<file path="config.mk">
export PLATFORM = sky130hd
export DESIGN_NAME = vga_frame_reader
export DESIGN_NICKNAME = d
export VERILOG_FILES = /design/src/rtl/vga_frame_reader.sv
export SDC_FILE = /design/constraint.sdc
export NUM_CORES = 1
export LEC_CHECK = 0
export CAP_MARGIN = 20
export CORE_MARGIN = 5
export CORE_UTILIZATION = 55
export CTS_CLUSTER_DIAMETER = 150
export DETAILED_ROUTE_END_ITERATION = 6
export GPL_ROUTABILITY_DRIVEN = 0
export GPL_TIMING_DRIVEN = 0
export PLACE_DENSITY = 0.78
export SKIP_CTS_REPAIR_TIMING = 1
export SLEW_MARGIN = 20
export SYNTH_ARGS = -nofsm -noshare
export SYNTH_HDL_FRONTEND = slang
export SYNTH_SLANG_ARGS = --single-unit
</file>
<file path="constraint.sdc">
create_clock -name clk -period 8.3 [get_ports clk]
set_input_delay 1.66 -clock clk [delete_from_list [all_inputs] [get_ports clk]]
set_output_delay 1.66 -clock clk [all_outputs]
set_load 0.01 [all_outputs]
</file>
<file path="src/rtl/vga_frame_reader.sv">
// VGA 640x480@60 reader for the dual-port frame buffer: generates timing, drives the read
// address and emits an integer-upscaled image with sync and blanking aligned to the pixels.
module vga_frame_reader #(
  parameter int AW         = 15,
  parameter int DW         = 3,
  parameter int IMG_W      = 160,
  parameter int IMG_H      = 120,
  parameter int SCALE_LOG2 = 2
) (
  input  logic          clk,
  input  logic          reset,
  output logic [AW-1:0] addr_out,
  input  logic [DW-1:0] data_in,
  output logic [DW-1:0] rgb,
  output logic          hsync,
  output logic          vsync,
  output logic          frame_start
);

  localparam logic [9:0] H_VIS      = 10'd640;
  localparam logic [9:0] H_SYNC_BEG = 10'd656;
  localparam logic [9:0] H_SYNC_END = 10'd752;
  localparam logic [9:0] H_LAST     = 10'd799;
  localparam logic [9:0] V_VIS      = 10'd480;
  localparam logic [9:0] V_SYNC_BEG = 10'd490;
  localparam logic [9:0] V_SYNC_END = 10'd492;
  localparam logic [9:0] V_LAST     = 10'd524;

  // Stage 0: raster position
  logic [9:0] h_cnt;
  logic [9:0] v_cnt;

  always_ff @(posedge clk) begin
    if (reset) begin
      h_cnt <= '0;
      v_cnt <= '0;
    end else if (h_cnt == H_LAST) begin
      h_cnt <= '0;
      v_cnt <= (v_cnt == V_LAST) ? '0 : v_cnt + 10'd1;
    end else begin
      h_cnt <= h_cnt + 10'd1;
    end
  end

  logic [31:0]   img_col;
  logic [31:0]   img_row;
  logic          vis;
  logic          in_img;
  logic          hs_n;
  logic          vs_n;
  logic          at_origin;
  logic [AW-1:0] addr_next;

  always_comb begin
    img_col   = 32'(h_cnt) >> SCALE_LOG2;
    img_row   = 32'(v_cnt) >> SCALE_LOG2;
    vis       = (h_cnt < H_VIS) && (v_cnt < V_VIS);
    in_img    = vis && (img_col < 32'(IMG_W)) && (img_row < 32'(IMG_H));
    hs_n      = !((h_cnt >= H_SYNC_BEG) && (h_cnt < H_SYNC_END));
    vs_n      = !((v_cnt >= V_SYNC_BEG) && (v_cnt < V_SYNC_END));
    at_origin = (h_cnt == '0) && (v_cnt == '0);
    addr_next = '0;
    // IMG_W is a constant, so the multiply folds into shifts and adds
    if (in_img) addr_next = AW'(img_row * 32'(IMG_W) + img_col);
  end

  // Stages 1 and 2: address register plus flag delay matching the buffer's read latency
  logic img_d1, img_d2;
  logic hs_d1, hs_d2;
  logic vs_d1, vs_d2;
  logic org_d1, org_d2;

  always_ff @(posedge clk) begin
    if (reset) begin
      addr_out <= '0;
      img_d1   <= 1'b0;
      img_d2   <= 1'b0;
      hs_d1    <= 1'b1;
      hs_d2    <= 1'b1;
      vs_d1    <= 1'b1;
      vs_d2    <= 1'b1;
      org_d1   <= 1'b0;
      org_d2   <= 1'b0;
    end else begin
      addr_out <= addr_next;
      img_d1   <= in_img;
      img_d2   <= img_d1;
      hs_d1    <= hs_n;
      hs_d2    <= hs_d1;
      vs_d1    <= vs_n;
      vs_d2    <= vs_d1;
      org_d1   <= at_origin;
      org_d2   <= org_d1;
    end
  end

  // Stage 3: output registers; data outside the image is discarded
  always_ff @(posedge clk) begin
    if (reset) begin
      rgb         <= '0;
      hsync       <= 1'b1;
      vsync       <= 1'b1;
      frame_start <= 1'b0;
    end else begin
      rgb         <= img_d2 ? data_in : '0;
      hsync       <= hs_d2;
      vsync       <= vs_d2;
      frame_start <= org_d2;
    end
  end

endmodule

</file>
-- Word level (Yosys, flattened, before mapping)
Cells that the tools add are included.
- register bits: 49
- input port bits: 5
- output and inout port bits: 21
- word-level logic and storage cells: 45
- $add $sub $neg: 3
- $mul: 1
- $lt $le $gt $ge: 8
- equal/unequal tests: 2
- muxes and demuxes: 1
- bitwise logic cells: 2
- reductions and logical operators: 13
- operator list (cell ; number):
    10-bit by 1-bit adder with 10-bit output, second input constant ; 2
    10-bit == test, second input constant ; 2
    10-bit logical NOT ; 2
    10-bit < comparator, second input constant ; 2
    10-bit by 9-bit < comparator with 1-bit output, second input constant ; 2
    15-bit by 8-bit adder with 15-bit output ; 1
    10-bit greater-or-equal comparator, second input constant ; 1
    10-bit by 9-bit greater-or-equal comparator with 1-bit output, second input constant ; 1
    8-bit by 3-bit multiplier with 10-bit output, second input constant ; 1
    10-bit two-way mux ; 1
    8-bit by 7-bit < comparator with 1-bit output, second input constant ; 1
    8-bit < comparator, second input constant ; 1
    1-bit logical AND ; 6
    2-bit OR reduction ; 3
    1-bit logical NOT ; 2
    1-bit inverter ; 2

-- Longest topological paths before layout
- depth after elaboration: 6
- gate-level depth with buffers: 8
- gate-level depth less buffers: 8

-- Worst setup path after synthesis
OpenSTA, ideal clock, no wires.
- path type: reg2reg
- start point: register v_cnt[5]
- end point: register addr_out[14]
- library setup time: 0.121 ns
- arrival time: 2.514 ns
- data required time: 8.179 ns
- setup slack: 5.665 ns
- stages on the path, launching flop included: 9
- buffers on the path: 0
- clock period less this slack: 2.635 ns
- cell sequence: dfxtp_1 -> ha_1 -> ha_1 -> fa_1 -> a211oi_2 -> nor2_1 -> nor4_2 -> nor3b_2 -> mux2_4
- word-level cells in the longest chain between the ends: 6
- elaborated cells between the ends (all ways): 9
- those cells by class: add/sub (1); mul (1); order compare (2); bitwise (1); reduce/logical (4)
- RTL lines (element ; RTL line ; RTL):
    from (decl) ; 31 ; logic [9:0] v_cnt;
    from (signal assigned) ; 39 ; v_cnt <= (v_cnt == V_LAST) ? '0 : v_cnt + 10'd1;
    branches (longest 6 deep; another with 15-bit by 8-bit adder with 15-bit output) ; n/a ;
    to (signal assigned) ; 85 ; addr_out <= addr_next;
    to (decl) ; 12 ; output logic [AW-1:0] addr_out,
Parallel ways; which one is timed is not known.
A chain may end at the register's enable or synchronous reset.

-- Final worst setup path
- start point: input port reset
- end point: register addr_out[14]
- word-level cells in the longest chain between the ends: 1
- RTL lines (element ; RTL line ; RTL):
    from (decl) ; 11 ; input logic reset,
    2-bit OR reduction (no line) ; n/a ;
No other way between the ends.

==> results.json <==
{
  "path_class": "in2reg",
  "die_h_um": 75.2,
  "pre_cts_ws_ps": 4920,
  "min_period_ps": 3040,
  "clkPwrFrac_pct": 34.9,
  "slew_viol_final": 0,
  "fin_util_pct": 67.4,
  "fmax_mhz": 329,
  "ios": 26,
  "first_pass_iters": 4,
  "slew_headroom_pct": 63.1,
  "hold_ws_ps": 414,
  "track_usage_pct": 16.8,
  "rsz0062_at_grt": "no",
  "min_period_over_period_pct": 36.7,
  "setup_viol": 0,
  "drive_above_1_share_pct": 9.85,
  "power.density_nw_per_um2": 143,
  "tightest_slew_ps": 549,
  "initial_utilization_pct": 57.6,
  "num_rows": 23,
  "timing.final.ws_setup_ps": 5260,
  "synth_edf_count": 0,
  "place_hpwl_mm": 3.09,
  "cts_buffer_depth": 2,
  "p_switching_mw": 0.0861,
  "coreArea_sq_um": 4060,
  "setup-tns-final_ps": 0,
  "hold_class": "reg2reg",
  "numCtsBuffers": 5,
  "min_to": "vsync",
  "grt-ovfl-total": 0,
  "worstSetupStartpointType": "primary input",
  "placed_area_sq_um": 2650,
  "drv_cap": 0,
  "synth.distinct_cells": 49,
  "antenna_found_initial": 0,
  "drtIter0Drc": 70,
  "cts_tree": "done",
  "synth_area_leader_cell": "dfxtp_1",
  "finalClockSkew_ps": 4.73,
  "totalWireLength_mm": 4.12,
  "syn_area_sq_um": 2340,
  "clock_latency_ps": 300,
  "yosysSeqAreaShare_pct": 42.0,
  "r2r-start": "v_cnt[3]",
  "worstPathArrival_ps": 3240,
  "drc": 0,
  "comb_power_share_pct": 3.8,
  "r2r_slack_ps": 5350,
  "hold_violations": 0,
  "synth-warning-count": 0,
  "die-area_sq_um": 5650,
  "fin_nets": 299,
  "syn2layout_area_growth_pct": 17.1,
  "min_from": "vs_d2",
  "cp-end-kind": "flip-flop",
  "root_buffer": "clkbuf_8",
  "p_leak_nw": 1.13,
  "grt_max_degree": 16,
  "internal_power_mw": 0.305,
  "ant_nets": 0,
  "vias_per_cell": 5.24,
  "path_clk_slew_ps": 90,
  "run_status": "complete, no violations",
  "tritoncts_num_sinks": 49,
  "syn_inst": 241,
  "grt_pass1_vias": 1597,
  "netlist_top_cells_area": "dfxtp_1 (42%), ha_1 (10%), nor2_1 (5.8%)",
  "vias": 1697,
  "die_w_um": 75.2,
  "reg2reg_depth": 8,
  "hold-path-cell-count": 1,
  "port_buffers": 25,
  "ys_seq_elements": 49,
  "htreeDepth": 2,
  "async_flop_share_pct": 0,
  "synth_top_area_share_pct": 42.0,
  "diodes": 0,
  "ir_drop_mv": 0.103,
  "regToRegEndpoint": "addr_out[14]",
  "avgSynthCellArea_sq_um": 9.69,
  "grt_pass1_wl_mm": 7.23,
  "ys.flop_type": "dfxtp_1",
  "p_sw_share_pct": 22.0,
  "cp_max_fo": 10,
  "pwr-share-seq_pct": 61.2,
  "fill_cells": 334,
  "syn-num-nets": 267,
  "design_area_sq_um": 2740,
  "cp.required_ps": 8500,
  "wl_per_cell_um": 12.7
}
[synth_stat cells, types with 2 or more instances]
cell type	n
xnor2_1	8
o21ba_2	2
nor4_1	3
xor2_1	13
dfxtp_1	49
ha_1	19
nor3_1	4
nand4_1	5
a21o_1	2
and2_1	8
o21ai_0	4
fa_1	2
nand2_1	12
or2_2	4
and3_1	4
o211ai_1	2
inv_1	11
a21oi_1	4
o211a_1	2
or4_1	2
a211oi_2	2
nor2b_1	6
nor2_1	36
nand3_1	11
clkbuf_1	2
[through the flow]
stage	cells	power (mW)
6_report	324	0.392
2_1_floorplan	241	0.254
5_1_grt	324	0.412
3_5_place_dp	316	0.261
3_3_place_gp	316	0.260
4_1_cts	324	0.397
[state kept, by name, summed over array words and instances (netlist names), 3 cells and up]
signal    flops
addr_out     15
h_cnt        10
rgb           3
v_cnt        10
[cell usage in the layout, fill, tap and decap left out, types with 5 or more instances in the layout]
cell and instances:
xnor2_1 8, nor2_1 36, ha_1 19, xor2_1 13, nor2b_1 6, clkbuf_8 5, clkdlybuf4s50_1 25, inv_1 11
and2_1 8, nand4_1 5, dfxtp_1 49, nand2_1 12, nand3_1 11
[per-layer routing]
metal  global-route usage, %  part of all wire [%]  vias to the layer above
met3                    4.27                   4.2                        6
met5                       0                     0                        -
li1                        -                     -                      896
met1                    22.3                    51                      763
met4                    7.38                   1.9                        0
met2                    26.0                    43                       32
[cell families (layout without fill, tap and decap cells)]
family	count (synthesis)	count (layout)	synth area share (%)
and+or+nand+nor	109	109	26.0
DFF	49	49	42.0
AOI/OAI and AO/OA	25	25	9.00
adders and majority gates	21	21	11.9
xor gates and xnor gates	21	21	7.87
buffers and inverters	15	48	2.62
muxes	1	1	0.643
[power groups by stage]
stage / clock, mW / combinational (mW) / sequential, mW
2_1_floorplan: 0 / 0.00879 / 0.245
3_3_place_gp: 0 / 0.0150 / 0.245
3_5_place_dp: 0 / 0.0153 / 0.245
4_1_cts: 0.142 / 0.0153 / 0.240
5_1_grt: 0.154 / 0.0173 / 0.240
6_report: 0.137 / 0.0150 / 0.240
[layout make-up]
type                    instances  area, sq um  share of cell area [%]
multi-input cells             177         1290                    47.3
clock buffers                   6         72.6                    2.65
repair buffers                 25          250                    9.15
clock inverters                 2         13.8                   0.503
well taps                      50         62.6                    2.29
plain buffers                   4         20.0                   0.732
inverters                      11         41.3                    1.51
flip-flops and latches         49          981                    35.9
[how the worst max path moves through the flow]
stage / endpoint / cells after the start / slack (ps) / start
floorplan: addr_out[14] / 8 / 5670 / v_cnt[5]
global placement: addr_out[14] / 6 / 4980 / reset
detailed placement: addr_out[14] / 6 / 4920 / reset
CTS: addr_out[14] / 6 / 5270 / reset
global route: addr_out[14] / 6 / 5130 / reset
finish: addr_out[14] / 6 / 5260 / reset
[critical path: stages]
cell and delay [ps]:
clkdlybuf4s50_1 640, nor2_1 80, nand3_1 120, clkbuf_1 370, nor2_1 90, mux2_4 270
No activity file was read; power rests on OpenSTA's default activity.
